**config.mk**
```make
export PLATFORM = sky130hd
export DESIGN_NAME = uart_rx_cfg
export DESIGN_NICKNAME = d
export VERILOG_FILES = /design/src/rtl/uart_pkg.sv /design/src/rtl/uart_rx_vote.sv /design/src/rtl/uart_rx_cfg.sv
export SDC_FILE = /design/constraint.sdc
export NUM_CORES = 1
export LEC_CHECK = 0
export BUFFER_PORTS_ARGS = -buffer_cell sky130_fd_sc_hd__buf_2
export CORE_ASPECT_RATIO = 1.1
export CORE_UTILIZATION = 40
export CTS_CLUSTER_DIAMETER = 120
export CTS_CLUSTER_SIZE = 24
export DETAILED_ROUTE_END_ITERATION = 16
export HOLD_SLACK_MARGIN = 0.08
export PLACE_DENSITY = 0.67
export SLEW_MARGIN = 20
export SYNTH_ARGS = -nofsm -noshare
export SYNTH_HDL_FRONTEND = slang
export SYNTH_SLANG_ARGS = --single-unit
```
**constraint.sdc**
```tcl
create_clock -name clk -period 2.6 [get_ports clk]
set_input_delay 0.26 -clock clk [delete_from_list [all_inputs] [get_ports clk]]
set_output_delay 0.26 -clock clk [all_outputs]
set_load 0.03 [all_outputs]
```
**src/rtl/uart_pkg.sv**
```systemverilog
// uart_pkg: shared types and constants for the configurable UART receiver.
//   rx_state_t          receiver FSM states
//   PAR_NONE/EVEN/ODD   parity_mode encodings (3 is treated as none)
//   cnt_width()         width of a counter that must hold 0..limit-1
package uart_pkg;

    typedef enum logic [2:0] {
        IDLE,
        START,
        DATA,
        PARITY,
        STOP
    } rx_state_t;

    localparam logic [1:0] PAR_NONE = 2'd0;
    localparam logic [1:0] PAR_EVEN = 2'd1;
    localparam logic [1:0] PAR_ODD  = 2'd2;

    function automatic int unsigned cnt_width(input int unsigned limit);
        return (limit > 1) ? $clog2(limit) : 1;
    endfunction

endpackage

```
**src/rtl/uart_rx_vote.sv**
```systemverilog
// uart_rx_vote: 3-sample majority filter for the serial line.
//   clk, rst  clock and asynchronous active-low reset (history resets to idle-high)
//   s_tick    oversample strobe; one new sample shifted in per strobe
//   rx        serial line sample input
//   vote      majority of the three most recent samples
module uart_rx_vote (
    input  logic clk,
    input  logic rst,
    input  logic s_tick,
    input  logic rx,
    output logic vote
);

    logic [2:0] hist_q;

    always_ff @(posedge clk or negedge rst) begin
        if (!rst) begin
            hist_q <= '1;
        end else if (s_tick) begin
            hist_q <= {hist_q[1:0], rx};
        end
    end

    always_comb begin
        vote = (hist_q[0] & hist_q[1]) | (hist_q[0] & hist_q[2]) | (hist_q[1] & hist_q[2]);
    end

endmodule

```
**src/rtl/uart_rx_cfg.sv**
```systemverilog
// uart_rx_cfg: oversampling UART receiver, DBIT data bits (LSB first), OSR ticks
// per bit, runtime parity (none/even/odd) and one or two stop bits.
//   clk, rst      clock and asynchronous active-low reset
//   rx            serial line, idle high
//   s_tick        one-clk oversample strobe, OSR per bit period
//   parity_mode   0 none, 1 even, 2 odd, 3 none (latched at frame start)
//   two_stop      0 one stop bit, 1 two stop bits (latched at frame start)
//   rx_dout       last received data word
//   rx_done_tick  one-clk pulse when a frame completes (mid last stop bit)
//   parity_err    parity mismatch on the last frame
//   frame_err     a stop bit sampled low on the last frame
// Build option: define RX_SYNC_EN to pass rx through a 2-flop synchroniser.
module uart_rx_cfg
    import uart_pkg::*;
#(
    parameter int DBIT = 8,
    parameter int OSR  = 16
) (
    input  logic            clk,
    input  logic            rst,
    input  logic            rx,
    input  logic            s_tick,
    input  logic [1:0]      parity_mode,
    input  logic            two_stop,
    output logic [DBIT-1:0] rx_dout,
    output logic            rx_done_tick,
    output logic            parity_err,
    output logic            frame_err
);

    localparam int unsigned SW = cnt_width(OSR);
    localparam int unsigned NW = cnt_width(DBIT);
    localparam logic [SW-1:0] S_MID  = SW'(OSR / 2 - 1);
    localparam logic [SW-1:0] S_END  = SW'(OSR - 1);
    localparam logic [NW-1:0] N_LAST = NW'(DBIT - 1);

    logic rx_in;
    logic vote;

`ifdef RX_SYNC_EN
    logic [1:0] sync_q;

    always_ff @(posedge clk or negedge rst) begin
        if (!rst) begin
            sync_q <= '1;
        end else begin
            sync_q <= {sync_q[0], rx};
        end
    end

    assign rx_in = sync_q[1];
`else
    assign rx_in = rx;
`endif

    uart_rx_vote u_vote (
        .clk    (clk),
        .rst    (rst),
        .s_tick (s_tick),
        .rx     (rx_in),
        .vote   (vote)
    );

    rx_state_t       state_q, state_d;
    logic [SW-1:0]   s_q, s_d;
    logic [NW-1:0]   n_q, n_d;
    logic [DBIT-1:0] data_q, data_d;
    logic            par_q, par_d;         // running XOR of received data bits
    logic [1:0]      mode_q, mode_d;
    logic            two_q, two_d;
    logic            perr_q, perr_d;       // errors of the frame in progress
    logic            ferr_q, ferr_d;
    logic [DBIT-1:0] dout_q, dout_d;
    logic            done_q, done_d;
    logic            perr_out_q, perr_out_d;
    logic            ferr_out_q, ferr_out_d;

    always_ff @(posedge clk or negedge rst) begin
        if (!rst) begin
            state_q    <= IDLE;
            s_q        <= '0;
            n_q        <= '0;
            data_q     <= '0;
            par_q      <= 1'b0;
            mode_q     <= PAR_NONE;
            two_q      <= 1'b0;
            perr_q     <= 1'b0;
            ferr_q     <= 1'b0;
            dout_q     <= '0;
            done_q     <= 1'b0;
            perr_out_q <= 1'b0;
            ferr_out_q <= 1'b0;
        end else begin
            state_q    <= state_d;
            s_q        <= s_d;
            n_q        <= n_d;
            data_q     <= data_d;
            par_q      <= par_d;
            mode_q     <= mode_d;
            two_q      <= two_d;
            perr_q     <= perr_d;
            ferr_q     <= ferr_d;
            dout_q     <= dout_d;
            done_q     <= done_d;
            perr_out_q <= perr_out_d;
            ferr_out_q <= ferr_out_d;
        end
    end

    always_comb begin
        state_d    = state_q;
        s_d        = s_q;
        n_d        = n_q;
        data_d     = data_q;
        par_d      = par_q;
        mode_d     = mode_q;
        two_d      = two_q;
        perr_d     = perr_q;
        ferr_d     = ferr_q;
        dout_d     = dout_q;
        done_d     = 1'b0;
        perr_out_d = perr_out_q;
        ferr_out_d = ferr_out_q;

        unique case (state_q)
            IDLE: begin
                // Raw line level starts a frame; the vote filter confirms it mid start bit.
                if (!rx_in) begin
                    state_d = START;
                    s_d     = '0;
                    mode_d  = parity_mode;
                    two_d   = two_stop;
                end
            end
            START: begin
                if (s_tick) begin
                    if (s_q == S_MID) begin
                        if (vote) begin
                            state_d = IDLE;
                        end else begin
                            state_d = DATA;
                            s_d     = '0;
                            n_d     = '0;
                            par_d   = 1'b0;
                            perr_d  = 1'b0;
                            ferr_d  = 1'b0;
                        end
                    end else begin
                        s_d = s_q + SW'(1);
                    end
                end
            end
            DATA: begin
                if (s_tick) begin
                    if (s_q == S_END) begin
                        s_d    = '0;
                        data_d = {vote, data_q[DBIT-1:1]};
                        par_d  = par_q ^ vote;
                        if (n_q == N_LAST) begin
                            n_d     = '0;
                            state_d = (mode_q == PAR_EVEN || mode_q == PAR_ODD) ? PARITY : STOP;
                        end else begin
                            n_d = n_q + NW'(1);
                        end
                    end else begin
                        s_d = s_q + SW'(1);
                    end
                end
            end
            PARITY: begin
                if (s_tick) begin
                    if (s_q == S_END) begin
                        s_d     = '0;
                        perr_d  = (mode_q == PAR_ODD) ? ~(par_q ^ vote) : (par_q ^ vote);
                        state_d = STOP;
                    end else begin
                        s_d = s_q + SW'(1);
                    end
                end
            end
            STOP: begin
                if (s_tick) begin
                    if (s_q == S_END) begin
                        s_d    = '0;
                        ferr_d = ferr_q | ~vote;
                        if (two_q && n_q == '0) begin
                            n_d = NW'(1);
                        end else begin
                            state_d    = IDLE;
                            done_d     = 1'b1;
                            dout_d     = data_q;
                            perr_out_d = perr_q;
                            ferr_out_d = ferr_q | ~vote;
                        end
                    end else begin
                        s_d = s_q + SW'(1);
                    end
                end
            end
            default: begin
                state_d = IDLE;
            end
        endcase
    end

    assign rx_dout      = dout_q;
    assign rx_done_tick = done_q;
    assign parity_err   = perr_out_q;
    assign frame_err    = ferr_out_q;

endmodule

```
# After elaboration in Yosys (flattened, before gate mapping)
# Cells that the tools add are included.
[totals] regBits=38 in_bits=7 output_inout_bits=11 elab_cells=118
[op_classes] add_sub_neg=2 eq_ne=24 mux=48 n_bitwise=11 reduce_logical=19
[op_table] operator="2-to-1 mux 3 bit" n=21
[op_table] operator="!= test 2 bit (second input constant)" n=13
[op_table] operator="2-to-1 mux 4 bit" n=6
[op_table] operator="AND reduction 6 bit" n=3
[op_table] operator="case mux 3 bit (5 select lines)" n=1
[op_table] operator="2-to-1 mux 1 bit" n=14
[op_table] operator="case mux 4 bit (3 select lines)" n=1
[op_table] operator="AND reduction 11 bit" n=1
[op_table] operator="case mux 3 bit (3 select lines)" n=1
[op_table] operator="AND reduction 9 bit" n=1
[op_table] operator="equality test 3 x 2 -> 1 bit (second input constant)" n=2
[op_table] operator="equality test 3 bit (second input constant)" n=2
[op_table] operator="logical NOT 3 bit" n=2
[op_table] operator="case mux 1 bit (2 select lines)" n=3
[op_table] operator="nonzero test 2 bit" n=3
[op_table] operator="nonzero test 3 bit" n=2
[op_table] operator="AND reduction 5 bit" n=1
[op_table] operator="adder 4 x 1 -> 4 bit (second input constant)" n=1
[op_table] operator="equality test 4 x 3 -> 1 bit (second input constant)" n=1
[op_table] operator="equality test 4 bit (second input constant)" n=1
[op_table] operator="inverter 1 bit" n=4
[op_table] operator="AND reduction 4 bit" n=1
[op_table] operator="adder 3 x 1 -> 3 bit (second input constant)" n=1
[op_table] operator="bitwise AND 1 bit" n=3
[op_table] operator="other kinds (13)" n=15

# Longest topological paths before layout
[logic_depth] ltp_word=9 depth_mapped=7

# Cells and area by module
# From an unflattened synthesis, not the netlist that was laid out.
[unflattened] hier_cells=188 area_unflattened_um2=1930.6
[modules_own_cells] module="uart_rx_cfg" instances=1 cells_per_inst=181 area_per_inst_um2=1806.7 seq_area_each_um2=875.8
[modules_own_cells] module="uart_rx_vote" instances=1 cells_per_inst=7 area_per_inst_um2=123.9 seq_area_each_um2=78.8

# Worst setup path after synthesis
# No wires, ideal clock.
[synth_path] path_kind="register to register" start="register n_q[0]" end="register state_q[2]" arrival_time_ps=1609 required_ps=2475 setup_slack_ps=867 stages_incl_launch_ff=8 period_less_slack_ps=1733 cell_sequence="dfrtp_1 ha_1 ha_1 nand2b_1 nor3_1 a21oi_1 o2111ai_1 mux2_2"
[synth_via] elab_chain_cells=4
[synth_rtl] item="start: declaration" line_no="uart_rx_cfg.sv:66" text="logic [NW-1:0] n_q, n_d;"
[synth_rtl] item="start signal: assignment" line_no="uart_rx_cfg.sv:96" text="n_q <= n_d;"
[synth_rtl] item="logical NOT 3 bit" line_no="uart_rx_cfg.sv:186" text="if (two_q && n_q == '0) begin"
[synth_rtl] item="logical AND 1 bit" line_no="uart_rx_cfg.sv:186"
[synth_rtl] item="!= test 2 bit (no source line)"
[synth_rtl] item="AND reduction 11 bit (no source line) (*)"
[synth_rtl] item="end signal: assignment" line_no="uart_rx_cfg.sv:94" text="state_q <= state_d;"
[synth_rtl] item="end: declaration" line_no="uart_rx_cfg.sv:64" text="rx_state_t state_q, state_d;"
# Mark *: on every way between the ends. The rest lies on a longest branch, timed or not.
# A chain may end at the register's enable or synchronous reset.

# Worst setup path in the final report
[layout_path] start="register s_q[0]" end="register dout_q[0] (netlist: rx_dout[0])"
[layout_via] elab_chain_cells=2
[layout_rtl] item="start: declaration" line_no="uart_rx_cfg.sv:65" text="logic [SW-1:0] s_q, s_d;"
[layout_rtl] item="start signal: assignment" line_no="uart_rx_cfg.sv:81" text="s_q <= '0;"
[layout_rtl] item="start signal: assignment" line_no="uart_rx_cfg.sv:95" text="s_q <= s_d;"
[layout_rtl] item="equality test 4 bit" line_no="uart_rx_cfg.sv:183" text="if (s_q == S_END) begin"
[layout_rtl] item="AND reduction 4 bit (no source line)"
[layout_rtl] item="end signal: assignment" line_no="uart_rx_cfg.sv:103" text="dout_q <= dout_d;"
[layout_rtl] item="end: declaration" line_no="uart_rx_cfg.sv:73" text="logic [DBIT-1:0] dout_q, dout_d;"
# Every way passes these cells.

==> results.py <==
metrics = {
    "clock_network": {
        "cts_buffers": 5,
        "clock_sinks": 38,
        "cts_hold_buffers": 0,
        "clkTransAtPathRegs_ns": 0.08,
        "cts.path.max_buffers": 2,
        "ctsResizeCount": 0,
        "htree_levels": 2,
        "ctsRootBufferMaster": "clkbuf_8",
        "worst_skew_pair.late_latency_ns": 0.29,
        "cts_tree": "done",
        "post-cts-setup-buffers": 0,
    },
    "logic_synthesis": {
        "ys.flop_type": "dfrtp_1",
        "muxShareOfSynthArea_pct": 11.0,
        "synthAdderAreaFrac_pct": 3.76,
        "yosysTopAreaCell": "dfrtp_1",
        "synth_edf_count": 0,
        "yosysWarnings": 0,
        "yosysSeqAreaShare_pct": 49.5,
        "synth_xor_area_share_pct": 1.82,
        "yosysMostFrequentCell": "dfrtp_1",
        "synthTopCellsByArea": "dfrtp_1 45%, mux2_2 11%, nand2_1 6.6%",
        "synth_top_family_by_area": "simple AND/OR/NAND/NOR gates",
        "synth-seq-cells": 38,
        "synth_compound_gate_area_share_pct": 9.27,
        "syn_area_per_cell_um2": 10.8,
        "synth-simple-area-share_pct": 21.1,
        "syn_area_mm2": 0.00193,
        "synth_cell_types": 45,
        "syn_nets": 191,
        "syn_inst": 179,
        "synthArstFlopShare_pct": 100,
        "synth_top_area_share_pct": 45.4,
        "synth_common_cells": "35 x dfrtp_1, 34 x nand2_1, 18 x mux2_2",
    },
    "place": {
        "dp_hpwl_um": 2380,
        "gp_congestion": 0.909,
        "dp_cells": 246,
        "port_buffers": 17,
        "dp_slack_ns": 0.521,
    },
    "layout": {
        "fin_nets": 209,
        "drive_above_1_share_pct": 27.3,
        "fin_cells": 254,
        "fillers": 453,
        "diodes": 0,
        "syn_to_final_growth_pct": 11.8,
    },
    "worst_setup_path": {
        "required_ns": 2.78,
        "r2r_slack_ns": 0.51,
        "rr_worst_depth": 6,
        "r2r-start": "s_q[0]$_DFFE_PN0P_",
        "worst_r2r_endpoint": "rx_dout[0]$_DFFE_PN0P_",
        "worstPathMaxFanout": 12,
        "crit_path_end_kind": "flip-flop",
        "critPathLaunchType": "flip-flop",
        "path_class": "flip-flop to flip-flop",
        "crit_end": "rx_dout[0]$_DFFE_PN0P_",
        "crit_start": "s_q[0]$_DFFE_PN0P_",
        "worstPathArrival_ns": 2.27,
    },
    "timing": {
        "setup_viol": 0,
        "setup_ws_ns": 0.506,
        "tightest_slew_ns": 0.836,
        "whs_ns": 0.0709,
        "maxSlewViolCount": 0,
        "period_needed_ns": 2.09,
        "rsz0062_at_grt": "no",
        "fmax_mhz": 477,
        "fin_setup_tns_ns": 0,
        "finalHoldViolCount": 0,
        "finalClockSkew_ns": 0.00646,
        "fin_crit_sh_pct": 80.6,
        "relSlewSlack_pct": 44.2,
    },
    "route": {
        "routed_wl_um": 3380,
        "ant_nets": 0,
        "vias": 1314,
        "avgRoutedWirePerCell_um": 13.3,
        "drc": 0,
        "vias_per_cell": 5.17,
        "first_pass_iters": 4,
        "initialDrtViolationCount": 62,
    },
    "pwr": {
        "sw_frac_of_total_pct": 33.3,
        "p_int_w": 0.00122,
        "finalPower_w": 0.00182,
        "ir_drop_mv": 0.434,
        "power_frac_clock_pct": 27.3,
        "switching_power_w": 0.000608,
        "p_seq_share_pct": 43.1,
        "p_leak_nw": 1.05,
        "power_density_mw_per_mm2": 846,
        "comb_power_share_pct": 29.6,
    },
    "grt": {
        "gr-total-overflow": 0,
        "grt_pass1_vias": 1276,
        "antenna_found_initial": 0,
        "grt_pass1_wl_um": 5730,
        "grt_max_degree": 39,
        "grtUsageTotal_pct": 15.2,
    },
    "flow_run": {
        "drv_cap": 0,
    },
    "outcome": {
        "outcome": "completed",
    },
    "die": {
        "die_area_mm2": 0.00511,
        "die_w_um": 68.2,
        "die_h_um": 74.8,
        "fp-row-count": 26,
        "core_mm2": 0.00465,
        "initial_core_util_pct": 41.5,
        "ios": 18,
    },
    "worst_hold_path": {
        "min_path_type": "primary input to asynchronous set/reset pin",
    },
}
## worst max-delay path, stage by stage (launching register included)
cell,delay [ns]
dfrtp_1,0.40
ha_1,0.29
and4_1,0.28
nand4_1,0.41
clkinv_1,0.37
nand2_1,0.16
nand2_1,0.06
## final cells by class
type | instances | area, µm² | share of cell area, %
Tap cell | 56 | 70.1 | 3.25
Sequential cell | 38 | 955 | 44.3
Multi-Input combinational cell | 129 | 907 | 42.1
Timing Repair Buffer | 18 | 92.6 | 4.29
Clock inverter | 3 | 45.0 | 2.09
Clock buffer | 5 | 68.8 | 3.19
Inverter | 5 | 18.8 | 0.870
## worst min-delay path by stage
stage | startpoint | endpoint | slack, ns | depth (start not counted)
finish | rst | rx_dout[1]$_DFFE_PN0P_ | 0.07 | 1
global route | rst | rx_dout[1]$_DFFE_PN0P_ | 0.15 | 1
CTS | rst | data_q[0]$_DFFE_PN0P_ | 0.11 | 1
detailed placement | rst | n_q[1]$_DFFE_PN0P_ | 0.42 | 1
global placement | rst | rx_dout[0]$_DFFE_PN0P_ | 0.41 | 1
floorplan | rst | data_q[0]$_DFFE_PN0P_ | -0.04 | 0
## registers in the layout, summed over array words and instances, names as in the netlist, 2 cells and up
| register | flops |
|---|---|
| state_q | 3 |
| data_q | 8 |
| rx_dout | 8 |
| s_q | 4 |
| u_vote.hist_q | 3 |
| mode_q | 2 |
| n_q | 3 |
## through the flow
| step | instance area (µm²) | utilization, % |
|---|---|---|
| floorplan | 1930 | - |
| global placement | 2040 | 43.9 |
| detailed placement | 2040 | 43.9 |
| CTS | 2160 | 46.4 |
| global route | 2160 | 46.4 |
| finish | 2160 | 46.4 |
## logic make-up after synthesis
logic type / Yosys count
compound gates: 23
buf+inv: 12
xor+xnor: 4
fa+ha+maj: 6
flops: 38
simple gates: 77
mux: 19
## power by group through the flow
stage          Sequential [W]  Combinational, W  Clock, W
3_5_place_dp         0.000797          0.000541         0
5_1_grt              0.000802          0.000609  0.000537
6_report             0.000786          0.000541  0.000498
3_3_place_gp         0.000792          0.000538         0
2_1_floorplan        0.000726          0.000524         0
4_1_cts              0.000785          0.000544  0.000517
## cell usage in the layout, fill, tap and decap left out, types with 3 or more instances in the layout
cell / instances
dfrtp_1: 35
nand2_1: 34
mux2_2: 18
buf_2: 17
nor2_1: 10
a21oi_1: 5
ha_1: 5
clkbuf_8: 5
inv_1: 4
nand2b_1: 4
nand3_1: 4
nor3_1: 3
o22ai_1: 3
o21ai_0: 3
dfstp_2: 3
## metal layers
metal | up-vias | part of all wire, % | global-route usage, %
met5 | - | 0 | 0
met4 | 0 | 1.6 | 6.48
met3 | 7 | 3.1 | 3.18
met2 | 26 | 46 | 24.4
met1 | 624 | 49 | 19.8
li1 | 657 | - | -
Power figures use the tool's default switching activity.
